File: config.mk
export PLATFORM = sky130hd
export DESIGN_NAME = timer_irq_source
export DESIGN_NICKNAME = d
export VERILOG_FILES = /design/src/rtl/timer_irq_source_pkg.sv /design/src/rtl/timer_prescaler.sv /design/src/rtl/timer_irq_source.sv
export SDC_FILE = /design/constraint.sdc
export NUM_CORES = 1
export LEC_CHECK = 0
export BUFFER_PORTS_ARGS = -buffer_cell sky130_fd_sc_hd__buf_2
export CORE_ASPECT_RATIO = 0.8
export CORE_MARGIN = 3
export CORE_UTILIZATION = 35
export CTS_BUF_LIST = sky130_fd_sc_hd__clkbuf_4 sky130_fd_sc_hd__clkbuf_8
export DETAILED_ROUTE_END_ITERATION = 12
export SYNTH_ARGS = -nofsm -noshare
export SYNTH_HDL_FRONTEND = slang
export SYNTH_SLANG_ARGS = --single-unit
File: constraint.sdc
create_clock -name clk -period 7.7 [get_ports clk]
set_clock_uncertainty 0.1 [all_clocks]
set_input_delay 1.54 -clock clk [delete_from_list [all_inputs] [get_ports clk]]
set_output_delay 1.54 -clock clk [all_outputs]
set_load 0.05 [all_outputs]
File: src/rtl/timer_irq_source_pkg.sv
// Shared peripheral definitions for the timer interrupt source: register map
// and bit positions within the CTRL and STATUS registers.
package timer_irq_source_pkg;

  localparam logic [2:0] ADDR_CNT_LO = 3'd0;
  localparam logic [2:0] ADDR_CNT_HI = 3'd1;
  localparam logic [2:0] ADDR_CTRL   = 3'd2;
  localparam logic [2:0] ADDR_STATUS = 3'd3;

  localparam int unsigned CTRL_EN        = 0;
  localparam int unsigned CTRL_IE        = 1;
  localparam int unsigned CTRL_ONESHOT   = 2;
  localparam int unsigned CTRL_PRESC_LSB = 4;

  localparam int unsigned STAT_EXP = 0;
  localparam int unsigned STAT_RUN = 1;

endpackage

File: src/rtl/timer_prescaler.sv
// Power-of-two clock prescaler: emits a one-cycle tick every 2^select_i
// enabled cycles; clear_i restarts the phase and has priority over counting.
module timer_prescaler #(
  parameter int unsigned PRESC_W = 3
) (
  input  logic               clk,
  input  logic               reset,
  input  logic               enable_i,
  input  logic [PRESC_W-1:0] select_i,
  input  logic               clear_i,
  output logic               tick_o
);

  localparam int unsigned CNT_W = (1 << PRESC_W) - 1;

  logic [CNT_W-1:0] cnt_q, cnt_d;
  logic [CNT_W:0]   one_hot;
  logic [CNT_W-1:0] limit;

  // Terminal count 2^select-1; computed one bit wider so the largest
  // select value wraps to all-ones instead of zero.
  always_comb begin
    one_hot = (CNT_W+1)'(1) << select_i;
    limit   = CNT_W'(one_hot - (CNT_W+1)'(1));
  end

  assign tick_o = enable_i & (cnt_q == limit);

  always_comb begin
    cnt_d = cnt_q;
    if (clear_i) begin
      cnt_d = '0;
    end else if (enable_i) begin
      cnt_d = tick_o ? '0 : cnt_q + CNT_W'(1);
    end
  end

  always_ff @(posedge clk or posedge reset) begin
    if (reset) cnt_q <= '0;
    else       cnt_q <= cnt_d;
  end

endmodule

File: src/rtl/timer_irq_source.sv
// Bus-mapped 16-bit down-counting timer raising a level-held, active-low
// interrupt request that stays asserted until software clears EXP.
module timer_irq_source
  import timer_irq_source_pkg::*;
#(
  parameter logic [15:0] RESET_RELOAD = 16'hFFFF,
  parameter int unsigned PRESC_W      = 3
) (
  input  logic       clk,
  input  logic       reset,
  input  logic [7:0] i_data,
  output logic [7:0] o_data,
  input  logic       cs,
  input  logic       rwb,
  input  logic [2:0] addr,
  output logic       irqb
);

  logic [15:0]        count_q, count_d, reload_q, reload_d;
  logic               en_q, en_d, ie_q, ie_d, oneshot_q, oneshot_d;
  logic [PRESC_W-1:0] presc_q, presc_d, presc_wr;
  logic               exp_q, exp_d, irqb_q, irqb_d;
  logic [7:0]         snap_q, snap_d, rdata_q, rdata_d;
  logic [7:0]         ctrl_rd, stat_rd;
  logic               wr, rd, wr_lo, wr_hi, wr_ctrl, wr_stat;
  logic               presc_clr, tick, fire;

  always_comb begin
    wr       = cs & ~rwb;
    rd       = cs & rwb;
    wr_lo    = wr & (addr == ADDR_CNT_LO);
    wr_hi    = wr & (addr == ADDR_CNT_HI);
    wr_ctrl  = wr & (addr == ADDR_CTRL);
    wr_stat  = wr & (addr == ADDR_STATUS);
    presc_wr = i_data[CTRL_PRESC_LSB +: PRESC_W];
    presc_clr = wr_hi | (wr_ctrl & (presc_wr != presc_q));
    // A counter load or a write that stops the timer swallows this tick.
    fire = tick & ~wr_hi & ~(wr_ctrl & ~i_data[CTRL_EN]);
  end

  timer_prescaler #(.PRESC_W(PRESC_W)) u_presc (
    .clk      (clk),
    .reset    (reset),
    .enable_i (en_q),
    .select_i (presc_q),
    .clear_i  (presc_clr),
    .tick_o   (tick)
  );

  always_comb begin
    ctrl_rd                                = '0;
    ctrl_rd[CTRL_EN]                       = en_q;
    ctrl_rd[CTRL_IE]                       = ie_q;
    ctrl_rd[CTRL_ONESHOT]                  = oneshot_q;
    ctrl_rd[CTRL_PRESC_LSB +: PRESC_W]     = presc_q;
    stat_rd                                = '0;
    stat_rd[STAT_EXP]                      = exp_q;
    stat_rd[STAT_RUN]                      = en_q;
  end

  always_comb begin
    count_d   = count_q;
    reload_d  = reload_q;
    en_d      = en_q;
    ie_d      = ie_q;
    oneshot_d = oneshot_q;
    presc_d   = presc_q;
    exp_d     = exp_q;
    snap_d    = snap_q;
    rdata_d   = rdata_q;
    irqb_d    = ~(exp_q & ie_q);

    if (wr_lo) reload_d[7:0] = i_data;
    if (wr_hi) begin
      reload_d[15:8] = i_data;
      count_d        = {i_data, reload_q[7:0]};
    end
    if (wr_ctrl) begin
      en_d      = i_data[CTRL_EN];
      ie_d      = i_data[CTRL_IE];
      oneshot_d = i_data[CTRL_ONESHOT];
      presc_d   = presc_wr;
    end
    if (wr_stat && i_data[STAT_EXP]) exp_d = 1'b0;

    // Expiry is applied after the STATUS clear so a coincident set wins.
    if (fire) begin
      if (count_q != 16'd0) begin
        count_d = count_q - 16'd1;
      end else begin
        exp_d = 1'b1;
        if (oneshot_q) en_d = 1'b0;
        else           count_d = reload_q;
      end
    end

    if (rd) begin
      case (addr)
        ADDR_CNT_LO: begin
          rdata_d = count_q[7:0];
          snap_d  = count_q[15:8];
        end
        ADDR_CNT_HI: rdata_d = snap_q;
        ADDR_CTRL:   rdata_d = ctrl_rd;
        ADDR_STATUS: rdata_d = stat_rd;
        default:     rdata_d = '0;
      endcase
    end
  end

  always_ff @(posedge clk or posedge reset) begin
    if (reset) begin
      count_q   <= RESET_RELOAD;
      reload_q  <= RESET_RELOAD;
      en_q      <= 1'b0;
      ie_q      <= 1'b0;
      oneshot_q <= 1'b0;
      presc_q   <= '0;
      exp_q     <= 1'b0;
      snap_q    <= '0;
      rdata_q   <= '0;
      irqb_q    <= 1'b1;
    end else begin
      count_q   <= count_d;
      reload_q  <= reload_d;
      en_q      <= en_d;
      ie_q      <= ie_d;
      oneshot_q <= oneshot_d;
      presc_q   <= presc_d;
      exp_q     <= exp_d;
      snap_q    <= snap_d;
      rdata_q   <= rdata_d;
      irqb_q    <= irqb_d;
    end
  end

  assign o_data = rdata_q;
  assign irqb   = irqb_q;

endmodule

======== Word-level counts from Yosys, hierarchy flattened ========
Cells that the tools add are included.
word-level totals
  register bits ........................... 63
  latch bits .............................. 0
  memory bits (writable) .................. 0
  ROM bits ................................ 0
  input bits .............................. 15
  output and inout port bits .............. 9
  logic and storage cells ................. 59
  memories kept ........................... 0
cells by class
  add/sub/neg operators ................... 3
  multiply operators ...................... 0
  div/mod/pow operators ................... 0
  magnitude comparators ................... 0
  eq/ne operators ......................... 5
  shifts and indexed selects .............. 1
  muxes and demuxes ....................... 15
  bitwise gates (word level) .............. 18
  reduce and logical (&&, ||, !) cells .... 5
operator list
  operator               number
  $mux 16                4
  $pmux 8 s4             1
  $mux 7                 3
  $reduce_bool 16->1     1
  $sub 16x1->16 const B  1
  $and 1x1->1            12
  $add 7x1->7 const B    1
  $eq 7x7->1             1
  $mux 1                 7
  $shl 1x3->7 const A    1
  $sub 7x1->7 const B    1
  $eq 3x2->1 const B     2
  $not 1->1              5
  $eq 3x1->1 const B     1
  $logic_not 3->1        1
  $ne 3x3->1             1
  $reduce_and 2->1       1
  $reduce_bool 2->1      1
  $logic_and 1x1->1      1
  $or 1x1->1             1

======== Depth between registers and ports, before layout ========
Gate-level depths: netlist of run 1.
  depth in word-level cells ............... 7
  mapped depth ............................ 12
  gate-level depth less buffers ........... 9

======== Hierarchy ========
From an unflattened synthesis of run 1, not the netlist that was laid out.
unflattened totals
  cell total of the unflattened synthesis .. 351
  area, all modules ....................... 3587.2 um2
by module, submodules not included
  module            instances  cells each  area an instance (um2)  sequential area each (um2)
  timer_irq_source  1          295         3024.2                  1442.6
  timer_prescaler   1          56          563.0                   175.2

======== Least setup slack after synthesis of run 1 ========
OpenSTA, ideal clock, no wires.
  kind .................................... in2reg
  from .................................... in addr[2]
  to ...................................... reg u_presc.cnt_q[0]
  setup time .............................. 125 ps
  arrival ................................. 3094 ps
  data required time ...................... 7475 ps
  setup slack ............................. 4381 ps
  stages .................................. 6
  buffers on the path ..................... 1
  cell sequence ........................... nor3b_1 nand3b_1 o21ai_0 a311oi_1 buf_2 mux2_2
between the ends
  longest elaborated chain between the ends .. 5
  elaborated cells on any way between the ends .. 8
  classes of those cells .................. 2 x eq/ne; 1 x mux; 4 x bitwise; 1 x reduce/logical
RTL lines
  item                                         line                    text
  start, declared                              timer_irq_source.sv:15  input logic [2:0] addr,
  $eq 3x2->1                                   timer_irq_source.sv:33  wr_ctrl = wr & (addr == ADDR_CTRL);
  $and 1x1->1                                  timer_irq_source.sv:33
  $and 1x1->1                                  timer_irq_source.sv:36  presc_clr = wr_hi | (wr_ctrl & (presc_wr != presc_q));
  $or 1x1->1 (*)                               timer_irq_source.sv:36
  $mux 7 or $reduce_bool 2->1 (tied branches)  n/a
  end signal, assigned                         timer_prescaler.sv:40   else cnt_q <= cnt_d;
  end, declared                                timer_prescaler.sv:16   logic [CNT_W-1:0] cnt_q, cnt_d;
Mark *: on every way between the ends. The rest lies on a longest branch, timed or not.
A chain may end at the register's enable or synchronous reset.

======== Worst setup path in the final report of run 1 ========
  from .................................... in addr[2]
  to ...................................... reg u_presc.cnt_q[5]
Same word-level chain as after synthesis.

==> flow_summary.json, run 1 <==
{
  "status": "completed",
  "fin_area_mm2": 0.00399,
  "post-dp-hpwl_um": 6410,
  "synth_top_cell_by_area": "dfstp_2",
  "routedWlPerCell_um": 17.8,
  "reg2reg_depth": 8,
  "r2r_start": "presc_q[1]",
  "synthArstFlopShare": 1.00,
  "rsz0062_at_grt": "no",
  "port-buffer-count": 23,
  "ys_seq_elements": 63,
  "cts_buffers": 9,
  "worstPathMaxFanout": 15,
  "worstSkewPairLatency_ns": 0.36,
  "slowest_stage": "nor3b_1",
  "arrival_ns": 3.87,
  "r2r_end": "u_presc.cnt_q[2]",
  "cp-end-kind": "register",
  "synth_top_cell_area_share": 0.241,
  "antenna_found_initial": 0,
  "drive_gt1_frac": 0.276,
  "cp_top_family": "simple AND/OR/NAND/NOR gates",
  "cts.sink_count": 63,
  "synth_cell_types": 55,
  "vias": 2850,
  "slew_headroom": 0.338,
  "drcViolationCount": 0,
  "final_max_slew_viol_count": 0,
  "cts_tree": "built",
  "diodes": 0,
  "grt_pass1_wl_um": 15000,
  "period_share": 0.484,
  "r2r_setup_slack_ns": 4.29,
  "drt_iter0_drc": 236,
  "final_cell_mix": "nand2_1, dfstp_2, dfrtp_1",
  "hold_start": "exp_q",
  "die_w_um": 119,
  "core-area_mm2": 0.00985,
  "whs_ns": 0.312,
  "routabilityCongestion": 0.828,
  "final_util": 0.405,
  "synthTopCellsByArea": "dfstp_2, dfrtp_1, mux2_2, nand2_1, mux2i_1",
  "clkTransAtPathRegs_ns": 0.07,
  "synth_fp_nets": 385,
  "setup_viol": 0,
  "hold_end": "irqb",
  "vias_per_cell": 5.48,
  "cellLeakagePower_nw": 1.68,
  "power_density_mw_per_mm2": 335,
  "htreeDepth": 3,
  "cts_setup_buffers": 0,
  "die-area_mm2": 0.0115,
  "final_common_cell": "nand2_1",
  "whs_path_depth": 1,
  "path_class": "in2reg",
  "grt_max_degree": 64,
  "tns_ns": 0,
  "synthCells": 366,
  "die_h_um": 96.7,
  "synth.avg_cell_area_um2": 9.84,
  "netlist_area_mm2": 0.00360,
  "peakVddDrop_v": 0.000133,
  "finalNetCount": 398,
  "min_period_ns": 3.73,
  "fmaxAchievable_ghz": 0.268,
  "hold_violations": 0,
  "gr-total-overflow": 0,
  "synth_seq_area_share": 0.449,
  "drt_wl_total_um": 9280,
  "drv_cap": 0,
  "cp.required_ns": 7.84,
  "place_area_mm2": 0.00379,
  "grt_pass1_vias": 2735,
  "grt.total_usage": 0.167,
  "io_pins": 24,
  "syn_to_final_growth_pct": 10.8,
  "row_count": 32,
  "initial_utilization": 0.366,
  "synth_warnings": 0,
  "synth_edf_count": 0,
  "critPathBufInv": 1,
  "startpoint_type": "primary input",
  "ant_nets": 0,
  "min_path_type": "reg2reg",
  "tightest_slew_ns": 0.985,
  "postCtsHoldBufs": 0,
  "clk_path_buf_depth": 2,
  "first_pass_iters": 7,
  "ctsRootBufferMaster": "clkbuf_8",
  "cp_cell_sequence": "buf_2 > nor3b_1 > nand2_1 > o21ai_0 > a311oi_2 > a21o_1 > a22o_1",
  "synth_ff_type": "dfstp_2",
  "post_cts_resized": 0,
  "cpPeakStageDelay_ns": 0.71
}
routing by layer:
layer / track usage / wire length (µm) / up-vias
li1: - / - / 1343
met1: 0.245 / 4520 / 1397
met2: 0.233 / 3910 / 95
met3: 0.0526 / 671 / 15
met4: 0.0511 / 171 / 0
met5: 0 / 0 / -
cells in the mapped netlist (3+ instances only):
library cell and number:
nor4_1 3, ha_1 4, inv_1 8, a31oi_1 4, buf_2 4, nand2_1 50
nor2_1 16, nor3_1 5, nand4_1 4, mux2_2 22, clkbuf_1 15, xnor2_1 5
xor2_1 14, o21ai_0 22, a21boi_0 3, mux2i_1 17, or3_1 5, a21oi_1 14
dfrtp_1 30, nand3_1 8, o21ai_1 9, a21o_1 9, o211ai_1 6, and2_1 3
nor2b_1 3, and3_1 3, nor3b_1 3, a22o_1 9, dfstp_2 33
state kept, by name, indices dropped and copies added, names as in the netlist:
register	count
presc_q	3
ie_q	1
exp_q	1
oneshot_q	1
o_data	8
count_q	16
irqb	1
snap_q	8
reload_q	16
en_q	1
u_presc.cnt_q	7
area by class of cell:
cell class / count / area [µm²]
fill: 996 / 5860
multi-input combinational: 273 / 1860
sequential: 63 / 1620
tap: 136 / 170
clock buffer: 10 / 131
timing repair buffer: 24 / 123
clock inverter: 6 / 61.3
inverter: 8 / 30.0
worst max path at each step:
stage | start | slack [ns] | to | cells after the start
floorplan | addr[2] | 4.38 | u_presc.cnt_q[0] | 6
detailed placement | addr[1] | 3.36 | u_presc.cnt_q[4] | 7
CTS | addr[1] | 3.72 | u_presc.cnt_q[4] | 7
finish | addr[2] | 3.97 | u_presc.cnt_q[5] | 7
global placement | addr[1] | 3.55 | u_presc.cnt_q[2] | 7
global route | addr[2] | 3.78 | u_presc.cnt_q[5] | 7
metrics by stage:
stage | worst slack (ns) | cells | power [W]
after floorplan | 4.38 | 366 | 0.000917
after global placement | 3.55 | 504 | 0.00103
after detailed placement | 3.36 | 504 | 0.00104
after CTS | 3.72 | 520 | 0.00134
after global routing | 3.78 | 520 | 0.00142
final | 3.97 | 520 | 0.00133
cell families after synthesis:
| logic type | synth area share |
|---|---|
| adders and majority gates | 0.0139 |
| muxes | 0.129 |
| DFF | 0.449 |
| and+or+nand+nor | 0.162 |
| xor gates and xnor gates | 0.0462 |
| AOI/OAI and AO/OA | 0.164 |
| buffers and inverters | 0.0368 |
power by group:
part	internal (W)	switching [W]	total, W
Combinational	0.000192	0.000229	0.000421
Clock	0.000152	0.000135	0.000287
Sequential	0.000477	0.000149	0.000627
(Power assumes the default switching activity.)
==> inputs of run 2 (changes only) <==
==> constraint.sdc (replaced) <==
create_clock -name clk -period 3.3 [get_ports clk]
set_clock_uncertainty 0.1 [all_clocks]
set_input_delay 0.66 -clock clk [delete_from_list [all_inputs] [get_ports clk]]
set_output_delay 0.66 -clock clk [all_outputs]
set_load 0.05 [all_outputs]
==> run 2 against run 1 <==
Effect of this change:
- routed wire length grew 0.19%
- setup slack worse by 3.5 ns
- sequential power grew 130%
- sequential cell count did not move
- hold slack better by 0.020 ns
- sequential share of layout area down 1.6 points
- critical path depth up 2
- register-to-register slack worse by 3.8 ns
- largest power group unchanged
==> flow_summary.json, run 2 (synthesized netlist as in run 1, its figures left out) <==
{
  "status": "completed",
  "drive_gt1_frac": 0.294,
  "setup_viol": 0,
  "routabilityCongestion": 0.869,
  "slew_headroom": 0.455,
  "critical_path.startpoint": "presc_q[0]",
  "cts_buffers": 9,
  "r2r_end": "u_presc.cnt_q[4]",
  "drv_cap": 0,
  "row_count": 32,
  "worstPathMaxFanout": 11,
  "routedWlPerCell_um": 17.5,
  "cp-end-kind": "register",
  "worstSkewPairLatency_ns": 0.35,
  "die-area_mm2": 0.0115,
  "dp_cells": 515,
  "worst_slack_ns": 0.441,
  "pre_cts_ws_ns": 0.443,
  "hold_violations": 0,
  "r2r_setup_slack_ns": 0.44,
  "tns_ns": 0,
  "vias_per_cell": 5.44,
  "ctsRootBufferMaster": "clkbuf_8",
  "design_power_total_w": 0.00332,
  "gr-total-overflow": 0,
  "cts_setup_buffers": 0,
  "diodes": 0,
  "min_period_ns": 2.86,
  "cp_cell_sequence": "or3_1 > ha_1 > or4b_1 > a31o_2 > and4_1 > a311oi_1 > buf_4 > nand4_1 > mux2i_1",
  "arrival_ns": 3.03,
  "die_w_um": 119,
  "syn_to_final_growth_pct": 15.4,
  "rsz0062_at_grt": "no",
  "power_density_mw_per_mm2": 799,
  "io_pins": 24,
  "first_pass_iters": 5,
  "post_cts_resized": 0,
  "finalNonFillerCells": 531,
  "finalNetCount": 409,
  "antenna_found_initial": 0,
  "drt_iter0_drc": 240,
  "post-dp-hpwl_um": 6570,
  "postCtsHoldBufs": 0,
  "final_cell_mix": "nand2_1, dfstp_2, dfrtp_1",
  "path_class": "reg2reg",
  "grt.total_usage": 0.168,
  "reg2reg_depth": 9,
  "tightest_slew_ns": 0.812,
  "grt_pass1_vias": 2801,
  "clkTransAtPathRegs_ns": 0.07,
  "htreeDepth": 3,
  "die_h_um": 96.7,
  "fmaxAchievable_ghz": 0.350,
  "cellLeakagePower_nw": 1.77,
  "cpPeakStageDelay_ns": 0.51,
  "peakVddDrop_v": 0.000294,
  "ant_nets": 0,
  "cts.sink_count": 63,
  "grt_pass1_wl_um": 15400,
  "initial_utilization": 0.366,
  "vias": 2889,
  "drcViolationCount": 0,
  "grt_max_degree": 33,
  "fillers": 960,
  "period_share": 0.866,
  "drt_wl_total_um": 9300,
  "r2r_start": "presc_q[0]",
  "core-area_mm2": 0.00985,
  "final_util": 0.422,
  "slowest_stage": "or4b_1",
  "port-buffer-count": 23,
  "largestRegisters": "count_q x16, reload_q x16",
  "clk_path_buf_depth": 2,
  "min_path_type": "in2async",
  "cp.required_ns": 3.47,
  "cts_tree": "built",
  "final_max_slew_viol_count": 0,
  "startpoint_type": "register",
  "final_common_cell": "nand2_1"
}
run 2: worst max-delay path by stage:
stage                             to  cells after the start
floorplan           u_presc.cnt_q[4]                     10
global placement    u_presc.cnt_q[4]                      9
detailed placement  u_presc.cnt_q[4]                      9
CTS                 u_presc.cnt_q[4]                      9
global route        u_presc.cnt_q[2]                      9
finish              u_presc.cnt_q[4]                      9
run 2: metal layers:
layer,global-route usage,part of all wire,routed length [µm]
met2,0.228,0.40,3700
met5,0,0,0
met4,0.0379,0.013,117
met3,0.0438,0.064,595
met1,0.264,0.53,4880
run 2: final cells by class:
cell class / count / area, µm² / share of cell area
multi-input cells: 273 / 1850 / 0.445
flip-flops and latches: 63 / 1620 / 0.389
repair buffers: 35 / 230 / 0.0554
well taps: 136 / 170 / 0.0410
clock buffers: 13 / 166 / 0.0400
clock inverters: 3 / 90.1 / 0.0217
inverters: 8 / 30.0 / 0.00723
run 2: worst max-delay path: cells and delay by family, from the launching register on:
kind	cells	cell delay, ns
buffers and inverters	1	0.21
muxes	1	0.14
and+or+nand+nor	4	1.18
adders and majority gates	1	0.27
AOI/OAI and AO/OA	2	0.52
DFF	1	0.37
run 2: power by group:
group | switching, W | internal [W]
Sequential | 0.000324 | 0.00111
Clock | 0.000300 | 0.000561
Combinational | 0.000556 | 0.000467
Total | 0.00118 | 0.00214
run 2: stage by stage:
stage	hold slack [ns]	cell area (µm²)
2_1_floorplan	0.281	3600
3_3_place_gp	0.320	3900
3_5_place_dp	0.327	3900
4_1_cts	0.335	4160
5_1_grt	0.363	4160
6_report	0.333	4160
